===== config.mk =====
export PLATFORM = sky130hd
export DESIGN_NAME = gbpt_gh_manager
export DESIGN_NICKNAME = d
export VERILOG_FILES = /design/src/rtl/core_types_pkg.sv /design/src/rtl/gbpt_gh_manager.sv
export SDC_FILE = /design/constraint.sdc
export NUM_CORES = 1
export LEC_CHECK = 0
export ABC_CLOCK_PERIOD_IN_PS = 7600
export CAP_MARGIN = 0
export CORE_ASPECT_RATIO = 0.7
export CORE_MARGIN = 1
export CORE_UTILIZATION = 25
export CTS_BUF_LIST = sky130_fd_sc_hd__clkbuf_16
export CTS_CLUSTER_SIZE = 20
export DETAILED_ROUTE_END_ITERATION = 10
export PLACE_DENSITY = 0.48
export REMOVE_ABC_BUFFERS = 1
export SLEW_MARGIN = 0
export SYNTH_ARGS = -nofsm -noshare
export SYNTH_HDL_FRONTEND = slang
export SYNTH_SLANG_ARGS = --single-unit
export TNS_END_PERCENT = 5

===== constraint.sdc =====
create_clock -name CLK -period 7.6 [get_ports CLK]
set_input_delay 1.52 -clock CLK [delete_from_list [all_inputs] [get_ports CLK]]
set_output_delay 1.52 -clock CLK [all_outputs]
set_load 0.01 [all_outputs]

===== src/rtl/core_types_pkg.sv =====
// rtl/core_types_pkg.sv - shared core widths and global-history checkpoint types
//   GH_LENGTH            global history width consumed by gbpt_index_hash
//   GH_CKPT_ENTRIES      checkpoint slots (power of two, >= 2)
//   LOG_GH_CKPT_ENTRIES  checkpoint index width
//   gh_ckpt_idx_t        checkpoint slot index
//   gh_ckpt_ptr_t        checkpoint pointer: slot index plus wrap bit in the MSB
//   gh_shift()           shift one branch direction into a history value (LSB = newest)
package core_types_pkg;

    localparam int GH_LENGTH           = 12;
    localparam int GH_CKPT_ENTRIES     = 8;
    localparam int LOG_GH_CKPT_ENTRIES = $clog2(GH_CKPT_ENTRIES);

    typedef logic [GH_LENGTH-1:0]         gh_t;
    typedef logic [LOG_GH_CKPT_ENTRIES-1:0] gh_ckpt_idx_t;
    typedef logic [LOG_GH_CKPT_ENTRIES:0]   gh_ckpt_ptr_t;

    function automatic gh_t gh_shift(input gh_t gh, input logic taken);
        return {gh[GH_LENGTH-2:0], taken};
    endfunction

endpackage


===== src/rtl/gbpt_gh_manager.sv =====
// rtl/gbpt_gh_manager.sv - speculative global history with checkpoint/restore ring
//   CLK                   clock, rising edge
//   nRST                  synchronous reset, active-low
//   spec_update_valid     predicted conditional branch this cycle
//   spec_update_taken     predicted direction
//   spec_update_ready     ring not full and no restore this cycle
//   spec_update_ckpt_idx  slot the current update allocates (tail index)
//   restore_valid         mispredict of a checkpointed branch
//   restore_ckpt_idx      checkpoint slot of the mispredicted branch
//   restore_taken         actual direction of the mispredicted branch
//   commit_valid          oldest checkpointed branch retired
//   GH                    current speculative global history (to gbpt_index_hash)
//   ckpt_empty            no live checkpoints
//   ckpt_full             every slot holds a live checkpoint
module gbpt_gh_manager
    import core_types_pkg::*;
(
    input  logic                           CLK,
    input  logic                           nRST,
    input  logic                           spec_update_valid,
    input  logic                           spec_update_taken,
    output logic                           spec_update_ready,
    output logic [LOG_GH_CKPT_ENTRIES-1:0] spec_update_ckpt_idx,
    input  logic                           restore_valid,
    input  logic [LOG_GH_CKPT_ENTRIES-1:0] restore_ckpt_idx,
    input  logic                           restore_taken,
    input  logic                           commit_valid,
    output logic [GH_LENGTH-1:0]           GH,
    output logic                           ckpt_empty,
    output logic                           ckpt_full
);

    localparam int IW = LOG_GH_CKPT_ENTRIES;

    gh_t          gh_q;
    gh_ckpt_ptr_t head_q;
    gh_ckpt_ptr_t tail_q;
    // Checkpoint storage is deliberately not reset; a slot is only read once written.
    gh_t          ckpt_q [GH_CKPT_ENTRIES];

    logic         update_fire;
    logic         commit_fire;
    gh_ckpt_idx_t restore_offset;
    gh_ckpt_ptr_t restore_tail;
    gh_t          restore_src;

    assign GH                   = gh_q;
    assign ckpt_empty           = (head_q == tail_q);
    assign ckpt_full            = (head_q[IW-1:0] == tail_q[IW-1:0]) && (head_q[IW] != tail_q[IW]);
    assign spec_update_ready    = !ckpt_full && !restore_valid;
    assign spec_update_ckpt_idx = tail_q[IW-1:0];

    assign update_fire = spec_update_valid && spec_update_ready;
    // A commit with nothing live would move head past tail; it is ignored.
    assign commit_fire = commit_valid && !ckpt_empty;

    // The restored slot's distance from head picks the wrap bit: head plus that
    // distance is the live pointer to the slot, so the new tail lands one past it
    // on the correct lap even when the ring has wrapped.
    assign restore_offset = restore_ckpt_idx - head_q[IW-1:0];
    assign restore_tail   = head_q + {1'b0, restore_offset} + gh_ckpt_ptr_t'(1);
    assign restore_src    = ckpt_q[restore_ckpt_idx];

    always_ff @(posedge CLK) begin
        if (!nRST) begin
            gh_q   <= '0;
            head_q <= '0;
            tail_q <= '0;
        end else begin
            // update_fire is already blocked by restore_valid through ready.
            if (restore_valid) begin
                gh_q   <= gh_shift(restore_src, restore_taken);
                tail_q <= restore_tail;
            end else if (update_fire) begin
                gh_q   <= gh_shift(gh_q, spec_update_taken);
                tail_q <= tail_q + gh_ckpt_ptr_t'(1);
            end
            if (commit_fire) begin
                head_q <= head_q + gh_ckpt_ptr_t'(1);
            end
        end
    end

    always_ff @(posedge CLK) begin
        if (nRST && update_fire) begin
            ckpt_q[tail_q[IW-1:0]] <= gh_q;
        end
    end

endmodule


==> metrics <==
global-route wire length before repair=15000 um; RSZ-0062 raised after global routing=no; crit path max fanout=18; leakage power=0.00171 uW; critical path's most frequent cell=clkdlybuf4s50_1; final setup violation count=0; die height=114 um; largest family of logic cells by synthesized area=multiplexers; register bit total from synthesis=108; Placement Cell Area=about 5000 um^2; Post-synth EDFFs=just under 90; post-synthesis mux area share=0.147; Slew HR=0.296; Final Wtd Congestion=0.733; initial core utilization=0.258; Fill cells=1723; cts repair resizes=0; Syn Area/Cell=~17 um^2; CP endpoint kind=output port; port bufs=27; Final Non-Filler Cells=521; Clk Latency, worst-skew pair=0.34 ns; cell count after placement=505; setup_tns=0 ns; number of max-cap violations=0; Rows=40; critical path launch point type=primary input; post-route ant nets=0; Fin Clk Skew=0.00778 ns; die area=18500 um^2; DRC=0; Vias/cell=around 4.5; Least-Margin Pin Slew=1.05 ns; via count=between 2000 and 2500; vias in the first global route=2358; leading cell type in the layout, fill and taps excluded=edfxtp_1; CTS root buf=clkbuf_16; Min Hold Slack=0.594 ns; initial antenna violation count=0; post-route cell area=between 5000 and 6000 um^2; Combinational Power Share=0.109; CP peak stage delay=0.73 ns; most frequent cells in the layout=edfxtp_1 (88), clkdlybuf4s50_1 (26), mux4_2 (22); Synth Area in Compound Gates=0.0679; P&R area growth vs syn=17.2%; worst path required time=6.08 ns; TritonCTS Buffers=9; Synth Warn #=0; total grt overflow=0; VDD IR max=109 uV; ys flop type=edfxtp_1; synthesized-area fraction occupied by adder cells=0.0157; maximum clock path buffer count=2; Switching Share=0.238; routed length per instance=18.6 um; DR pass1 iterations=4; Core ar.=17300 um^2; worst path cell trace=clkdlybuf4s50_1 > nor2_1 > clkdlybuf4s50_1; Detailed Route WL=about 9700 um; all-layer global routing usage=0.114; diode count=0; CTS Sinks=108; Cells after Synth=261; Internal Power=967 uW; Layout Nets=300; Min Clock Period, post-route=4.54 ns; share of cells above drive strength 1=0.159; Hold Crit Class=reg2reg; CTS tree=done; CP Data Arrival Time=3.02 ns; crit path kind=in2out; Max stage delay cell, worst path=clkdlybuf4s50_1; Clk pwr share=0.345; # IOs=28; xor/xnor share of the synthesized area=0.0232; clk slew on worst S/H paths=about 0.06 ns; synthesized cell area=4480 um^2; largest net degree at the start of global routing=28; hold buffers post-CTS=0; Slew Viols, Final=0; Power Dens Cells=roughly 240 nW/um^2; Yosys cell types=40; Psw=302 uW; Post-CTS Setup Bufs=0; post-synthesis sequential area ratio=0.680; FFs w/ async S/R, synth=0; Simple-Gate Fraction of Synth Area=0.0403; Final Hold Fails=0; FMAX=220 MHz; Reg power frac=0.546; Die X=162 um; status=complete, no violations; Period Utilization, post-route=0.598; Post-DP HPWL=6530 um; DRT iter0 DRCs=187; H-tree levels=3
[routing by layer]
layer  track usage  part of all wire  routed length (um)
met1         0.180              0.56                5450
met5             0                 0                   0
met4        0.0321            0.0092                  89
met2         0.147              0.39                3770
met3        0.0302             0.039                 373
[cells in the mapped netlist (5+ instances only)]
master     n  share of area
o221ai_1   9          0.018
edfxtp_1  88           0.59
mux4_2    22           0.11
dfxtp_1   20          0.089
inv_1      5         0.0042
a21oi_1   14          0.016
nor3_1     5         0.0056
nand2_1    5         0.0042
xor2_1     6          0.012
clkbuf_1   5         0.0042
o21ai_0    6         0.0067
nor2_1    13          0.011
mux2i_1   13          0.029
[area by class of cell]
type	instances	area (um^2)	share of cell area
clock buffers	10	250	0.0477
clock inverters	6	27.5	0.00525
inverters	5	18.8	0.00358
multi-input cells	131	1330	0.253
flip-flops and latches	108	3040	0.580
well taps	231	289	0.0551
repair buffers	30	288	0.0549
[power groups by stage]
stage	combinational (uW)	sequential, uW	clock [uW]
floorplan	80.8	695	0
global placement	139	706	0
detailed placement	140	707	0
CTS	141	694	449
global route	152	698	467
finish	138	693	437
[registers in the layout, summed over array words and instances (netlist names)]
name    cells
GH         12
head_q      4
tail_q      4
ckpt_q     88
[metrics by stage]
stage | worst slack, ns | power [uW] | util
after floorplan | 4.08 | 776 | -
after global placement | 3.09 | 845 | 0.287
after detailed placement | 3.04 | 847 | 0.287
after CTS | 3.07 | 1280 | 0.303
after global routing | 2.97 | 1320 | 0.303
final | 3.06 | 1270 | 0.303
[worst max-delay path, delay by kind of cell]
kind          cells  cell delay [ns]
simple gates      1             0.22
buf+inv           2             1.28
[logic make-up after synthesis]
kind of cell    count (synthesis)
flops                         108
compound gates                 41
mux                            38
simple gates                   36
buf+inv                        22
xor+xnor                       11
fa+ha+maj                       5
[path summary, 6_finish.rpt]
| check | from | to | slack [ns] | cells after the start |
|---|---|---|---|---|
| hold reg to reg | head_q[2]$_SDFFE_PN0P_ | head_q[2]$_SDFFE_PN0P_ | 0.59 | 2 |
| setup reg to reg | tail_q[1]$_SDFFE_PN0P_ | ckpt_q[6][9]$_DFFE_PP_ | 4.41 | 5 |
| setup / recovery | restore_valid | spec_update_ready | 3.06 | 3 |
| hold / removal | head_q[2]$_SDFFE_PN0P_ | head_q[2]$_SDFFE_PN0P_ | 0.59 | 2 |
(Power assumes the default switching activity.)
